### config.mk
export PLATFORM = sky130hd
export DESIGN_NAME = pc_fetch_unit
export DESIGN_NICKNAME = d
export VERILOG_FILES = /design/src/rtl/pc_fetch_unit.sv
export SDC_FILE = /design/constraint.sdc
export NUM_CORES = 1
export LEC_CHECK = 0
export CORE_ASPECT_RATIO = 1.25
export CORE_MARGIN = 4
export CORE_UTILIZATION = 42
export CTS_CLUSTER_SIZE = 20
export DETAILED_ROUTE_END_ITERATION = 6
export HOLD_SLACK_MARGIN = 0.12
export PLACE_DENSITY = 0.88
export RECOVER_POWER = 100
export SLEW_MARGIN = 20
export SYNTH_ARGS = -nofsm -noshare
export SYNTH_HDL_FRONTEND = slang
export SYNTH_SLANG_ARGS = --single-unit
export TNS_END_PERCENT = 100
### constraint.sdc
create_clock -name clk -period 2.5 [get_ports clk]
set_input_delay 0.75 -clock clk [delete_from_list [all_inputs] [get_ports clk]]
set_output_delay 0.75 -clock clk [all_outputs]
set_load 0.005 [all_outputs]
### src/rtl/pc_fetch_unit.sv
// Program counter and single-outstanding instruction fetch stage.
// Fetched words are held for decode behind a valid/ready handshake; branches discard in-flight work.
module pc_fetch_unit #(
    parameter int unsigned          PC_WIDTH    = 16,
    parameter logic [PC_WIDTH-1:0]  RESET_PC    = '0,
    parameter int unsigned          INSTR_BYTES = 2
) (
    input  logic                clk,
    input  logic                rst_n,
    input  logic [PC_WIDTH-1:0] target_pc,
    input  logic                branch_taken,
    input  logic                stall,
    output logic                imem_req,
    output logic [PC_WIDTH-1:0] imem_addr,
    input  logic                imem_ready,
    input  logic                imem_rvalid,
    input  logic [15:0]         imem_rdata,
    output logic                instr_valid,
    output logic [15:0]         instr,
    output logic [PC_WIDTH-1:0] instr_pc,
    input  logic                instr_ready,
    output logic [PC_WIDTH-1:0] pc
);

    localparam logic [PC_WIDTH-1:0] PcIncr = PC_WIDTH'(INSTR_BYTES);

    typedef enum logic [1:0] {StIdle, StReq, StWait, StHold} state_e;

    state_e              state_q, state_d;
    logic [PC_WIDTH-1:0] pc_q, pc_d;
    logic [PC_WIDTH-1:0] instr_pc_q, instr_pc_d;
    logic [15:0]         instr_q, instr_d;
    logic                instr_valid_q, instr_valid_d;
    logic                drop_q, drop_d;
    logic [PC_WIDTH-1:0] redirect_pc;
    logic                req_fire;

    assign redirect_pc = {target_pc[PC_WIDTH-1:1], 1'b0};
    assign imem_req    = (state_q == StReq) && !stall && !branch_taken;
    assign imem_addr   = pc_q;
    assign req_fire    = imem_req && imem_ready;

    assign pc          = pc_q;
    assign instr       = instr_q;
    assign instr_pc    = instr_pc_q;
    assign instr_valid = instr_valid_q;

    always_comb begin
        state_d       = state_q;
        pc_d          = pc_q;
        instr_d       = instr_q;
        instr_pc_d    = instr_pc_q;
        instr_valid_d = instr_valid_q;
        drop_d        = drop_q;

        case (state_q)
            StIdle: state_d = StReq;
            StReq: begin
                if (req_fire) begin
                    state_d = StWait;
                end
            end
            StWait: begin
                if (imem_rvalid) begin
                    // A redirect in the same cycle as the response kills it too.
                    if (drop_q || branch_taken) begin
                        drop_d  = 1'b0;
                        state_d = StReq;
                    end else begin
                        instr_d       = imem_rdata;
                        instr_pc_d    = pc_q;
                        pc_d          = pc_q + PcIncr;
                        instr_valid_d = 1'b1;
                        state_d       = StHold;
                    end
                end else if (branch_taken) begin
                    drop_d = 1'b1;
                end
            end
            StHold: begin
                if (branch_taken || instr_ready) begin
                    instr_valid_d = 1'b0;
                    state_d       = StReq;
                end
            end
            default: state_d = StIdle;
        endcase

        // Redirect overrides any sequential increment in the same cycle.
        if (branch_taken) begin
            pc_d = redirect_pc;
        end
    end

    always_ff @(posedge clk or negedge rst_n) begin
        if (!rst_n) begin
            state_q       <= StIdle;
            pc_q          <= RESET_PC;
            instr_q       <= '0;
            instr_pc_q    <= '0;
            instr_valid_q <= 1'b0;
            drop_q        <= 1'b0;
        end else begin
            state_q       <= state_d;
            pc_q          <= pc_d;
            instr_q       <= instr_d;
            instr_pc_q    <= instr_pc_d;
            instr_valid_q <= instr_valid_d;
            drop_q        <= drop_d;
        end
    end

endmodule

* Word level (Yosys, flattened, before mapping)
Index checks and enable logic that the tools add are counted. W data, S select, Z words.
Cells by class: shift-type cells 0, div/mod/pow operators 0, reductions and logical operators 16, order comparisons 0, bitwise gates (word level) 1, $add $sub $neg 1, eq/ne operators 9, multiplexer cells 16, multiply operators 0
Operators with widths (count):
- $mux W16 | 4
- $add A16 B2 Y16 const B | 1
- $reduce_and A3 Y1 | 4
- $ne A2 B2 Y1 const B | 5
- $mux W2 | 4
- $pmux W2 S4 | 1
- $mux W1 | 6
- $reduce_bool A2 Y1 | 3
- $eq A2 B2 Y1 const B | 2
- $reduce_and A4 Y1 | 1
- $logic_and A1 B1 Y1 | 3
- $eq A2 B1 Y1 const B | 1
- $logic_not A1 Y1 | 2
- $logic_not A2 Y1 | 1
- $logic_or A1 B1 Y1 | 2
- $ne A2 B1 Y1 const B | 1
- $pmux W1 S2 | 1
- $not A1 Y1 | 1
Storage, ports and cells: memories 0, memory bits (read-only) 0, bits in latches 0, bits of input ports 39, memory bits (writable) 0, register bits after elaboration 52, output and inout bits 66

* Depth between registers and ports, before layout
depth in word-level cells 6, depth in mapped cells 7, mapped depth without buffers 6

* Worst setup path after synthesis
No wires, ideal clock.
kind flip-flop to flip-flop, start point reg state_q[0], end point reg pc_q[12] (netlist: imem_addr[12]), path slack 687 ps, arrival 1731 ps, setup time 82 ps, cell stages (with the launch flop) 7, cell sequence dfrtp_1 inv_1 ha_1 nand4b_4 or2_4 or4_1 a31oi_1
Between the ends: longest elaborated chain between the ends 3
Ends and longest elaborated chain:
- from (decl) | line 29 | state_e state_q, state_d;
- from (signal assigned) | line 97 | state_q <= StIdle;
- from (signal assigned) | line 104 | state_q <= state_d;
- $eq A2 B2 Y1 | line 56 | case (state_q)
- $reduce_bool A2 Y1 (no line)
- $reduce_and A3 Y1 (no line)
- to (signal assigned) | line 105 | pc_q <= pc_d;
- to (decl) | line 30 | logic [PC_WIDTH-1:0] pc_q, pc_d;
No other way between the ends. A chain may end at the register's enable or synchronous reset.

* Final worst setup path
start point in branch_taken, end point out imem_req
Between the ends: longest elaborated chain between the ends 2
Ends and longest elaborated chain:
- from (decl) | line 11 | input logic branch_taken,
- $logic_not A1 Y1 | line 39 | assign imem_req = (state_q == StReq) && !stall && !branch_taken;
- $logic_and A1 B1 Y1 | line 39
- to (decl) | line 13 | output logic imem_req,
No other way between the ends.

==> impl_metrics.toml <==
[run_status]
run_status = "finished, final reports clean"

[routing]
postRouteAntennaNets = 0
detailroute.via_count = 1910
avgViaCountPerCell = 5.22
drt_iter0_drc = 87
detail_route.first_pass.iterations = 4
wl_per_cell_um = 15.5
drc_errors = 0
route.final.wire_length_um = 5660

[layout]
final-seq-area_mm2 = 0.00125
final_cell_mix = "dlygate4sd3_1, dfrtp_1, clkdlybuf4s50_1"
count_of_non_filler_cells_in_the_finished_layout = 366
multi_input_comb_area_um2 = 977
fillCellCount = 442
final_util_pct = 63.7
finish.net_count = 344
area.growth.synth_to_final_pct = 44.6
fraction_of_final_layout_cells_with_drive_strength_greater_than_1_pct = 14.9
antennaDiodeCount = 0
most_frequent_standard_cell_in_the_layout_excluding_fill_and_tap_cells = "dlygate4sd3_1"

[clock_tree]
clock_latency_late_sink_ns = 0.31
clock_tree_from_tritoncts = "done"
cts.reportedPaths.clkPinSlew_ns = 0.08
cts_inserted_buffers = 5
htree_num_levels = 2
number_of_sinks_handled_by_clock_tree_synthesis = 50
cts_setup_buffers = 0
cts.root.buffer_cell = "clkbuf_8"
cts.path.max_buffers = 2

[critical_path]
timing_worst_setup_path_type = "primary input to output port"
r2r_setup_slack_ns = 0.54
worst-r2r-cell-count = 6
timing.critical_path.arrival_ns = 1.65
cpMaxStageDelayCell = "clkdlybuf4s50_1"
crit_path_max_fanout = 2
timing.critical_path.cells = "clkdlybuf4s50_1 > nor3b_2 > dlygate4sd2_1"
crit-reg2reg-capture = "instr[13]$_DFFE_PN0P_"
regToRegStartpoint = "state_q[0]$_DFFE_PN0P_"
required_ns = 1.75
crit_path_end = "imem_req"
end_kind = "output port"
startpoint_of_the_most_critical_setup_path = "branch_taken"
start_kind = "primary input"
largest_stage_delay_on_the_critical_path_ns = 0.43

[logic_synthesis]
warning_count_from_the_yosys_run = 0
dominantRegCellSynth = "dfrtp_1"
synth-seq-cells = 50
postSynthCellCount = 208
synth_seq_area_share_pct = 51.5
synth_enable_flop_cells = 0
avgSynthCellArea_um2 = 11.7
synth.cell_area_mm2 = 0.00243
ys_async_sr_fraction_pct = 100
ys_types = 43

[timing]
rsz_0062_raised_after_global_routing = "false"
final_min_period_over_clock_period_pct = 95.9
period_needed_ns = 2.40
max_freq_mhz = 417
hold_violations = 0
worst-slew-pin-transition_ns = 1.27
hold_slack_ns = 0.488
relative_slew_slack_pct = 15.1
finalSetupViolCount = 0
timing_max_transition_violations_final = 0
tns_ns = 0
skew_ns = 0.0129

[pwr]
power.leakage_nw = 1.60
vdd_drop_max_uv = 365
power.density_mw_per_mm2 = 767

[floorplanning]
die-area_mm2 = 0.00707
num_rows = 30
initial_cell_density_of_the_core_pct = 44.0
die_y_um = 93.0
count_of_boundary_i_o_pins = 105
core_region_area_mm2 = 0.00552
chipWidth_um = 76.0

[grt]
grt_antenna_before_repair = 0
gr-usage-all-layers_pct = 16.2
via_count_of_the_first_global_routing_pass = 1936
grt_pass1_wl_um = 9430
grt-ovfl-total = 0
grt_max_degree = 32

[place]
place.gp.congestion = 0.742
placedCellCount = 358
place_hpwl_um = 4320
portBuffers = 100

[min_path]
min-delay-path-class = "flip-flop to flip-flop"

[flow_run]
max_cap_violations = 0
[critical path, delay by kind of cell]
family / cells / cell delay (ns)
buffers and inverters: 2 / 0.69
AND/OR/NAND/NOR: 1 / 0.21
[cell type report]
cell class                      count  area share (%)
Tap cell                           64            2.28
Timing Repair Buffer              109            29.7
Clock buffer                        5            1.96
Clock inverter                      3            1.96
Multi-Input combinational cell    129            27.8
Inverter                            6           0.641
Sequential cell                    50            35.6
[state kept, by name, indices dropped and copies added, names as in the netlist]
register / flops
imem_addr: 15
instr_pc: 15
drop_q: 1
state_q: 2
instr_valid: 1
instr: 16
[synth_stat cells, drive strengths merged, types with 4 or more instances]
library cell | count | area (µm²)
buf | 22 | 161
nor3 | 4 | 20.0
xnor2 | 8 | 70.1
nor2 | 5 | 18.8
mux2 | 32 | 360
inv | 6 | 22.5
dfrtp | 50 | 1250
o21ai | 13 | 65.1
ha | 4 | 50.1
nand2 | 18 | 70.1
nand3 | 4 | 20.0
a21oi | 4 | 20.0
nand4 | 5 | 37.5
[worst min path at each step]
stage,from,to,cells past startpoint
after floorplan,rst_n,drop_q$_DFFE_PN0P_,0
after global placement,instr[10]$_DFFE_PN0P_,instr[10]$_DFFE_PN0P_,1
after detailed placement,instr[3]$_DFFE_PN0P_,instr[3]$_DFFE_PN0P_,1
after CTS,rst_n,instr[9]$_DFFE_PN0P_,1
after global routing,instr[3]$_DFFE_PN0P_,instr[3]$_DFFE_PN0P_,1
final,instr[3]$_DFFE_PN0P_,instr[3]$_DFFE_PN0P_,1
[cells by family (layout without fill, tap and decap cells)]
family / count (synthesis) / in the layout / share of synthesized area [%]
muxes: 33 / 33 / 15.2
and+or+nand+nor: 50 / 50 / 12.0
other: 1 / 3 / 0.154
xor gates and xnor gates: 10 / 10 / 3.61
DFF: 50 / 50 / 51.5
AOI/OAI and AO/OA: 29 / 29 / 7.42
adders and majority gates: 4 / 4 / 2.06
buffers and inverters: 31 / 123 / 8.04
[power by group]
part | total (W) | leakage (nW) | switching (W) | internal (W)
clock | 0.000672 | 0.0683 | 0.000272 | 0.000401
sequential | 0.00118 | 0.645 | 0.000150 | 0.00103
combinational | 0.000839 | 0.891 | 0.000287 | 0.000552
[per-layer routing]
| metal | vias up | track usage (%) | share of wire, % |
|---|---|---|---|
| li1 | 901 | - | - |
| met1 | 927 | 19.8 | 40 |
| met2 | 75 | 28.4 | 52 |
| met3 | 7 | 4.34 | 6.3 |
| met4 | 0 | 4.01 | 1.0 |
| met5 | - | 0 | 0 |
[repair_timing]
| action | CTS | global route |
|---|---|---|
| hold buffers | 0 | 0 |
| setup endpoints to repair | 1 | 0 |
| resized for setup | 2 | 0 |
[per-stage QoR]
stage / total power (W) / cell area, µm² / setup slack, ns
finish: 0.00269 / 3510 / 0.102
global route: 0.00287 / 3510 / 0.0546
CTS: 0.00284 / 3570 / 0.0875
detailed placement: 0.00216 / 3430 / -0.249
global placement: 0.00212 / 3430 / -0.229
floorplan: 0.00156 / 2440 / 0.687
Note: power is estimated with default switching activity, not from simulation.
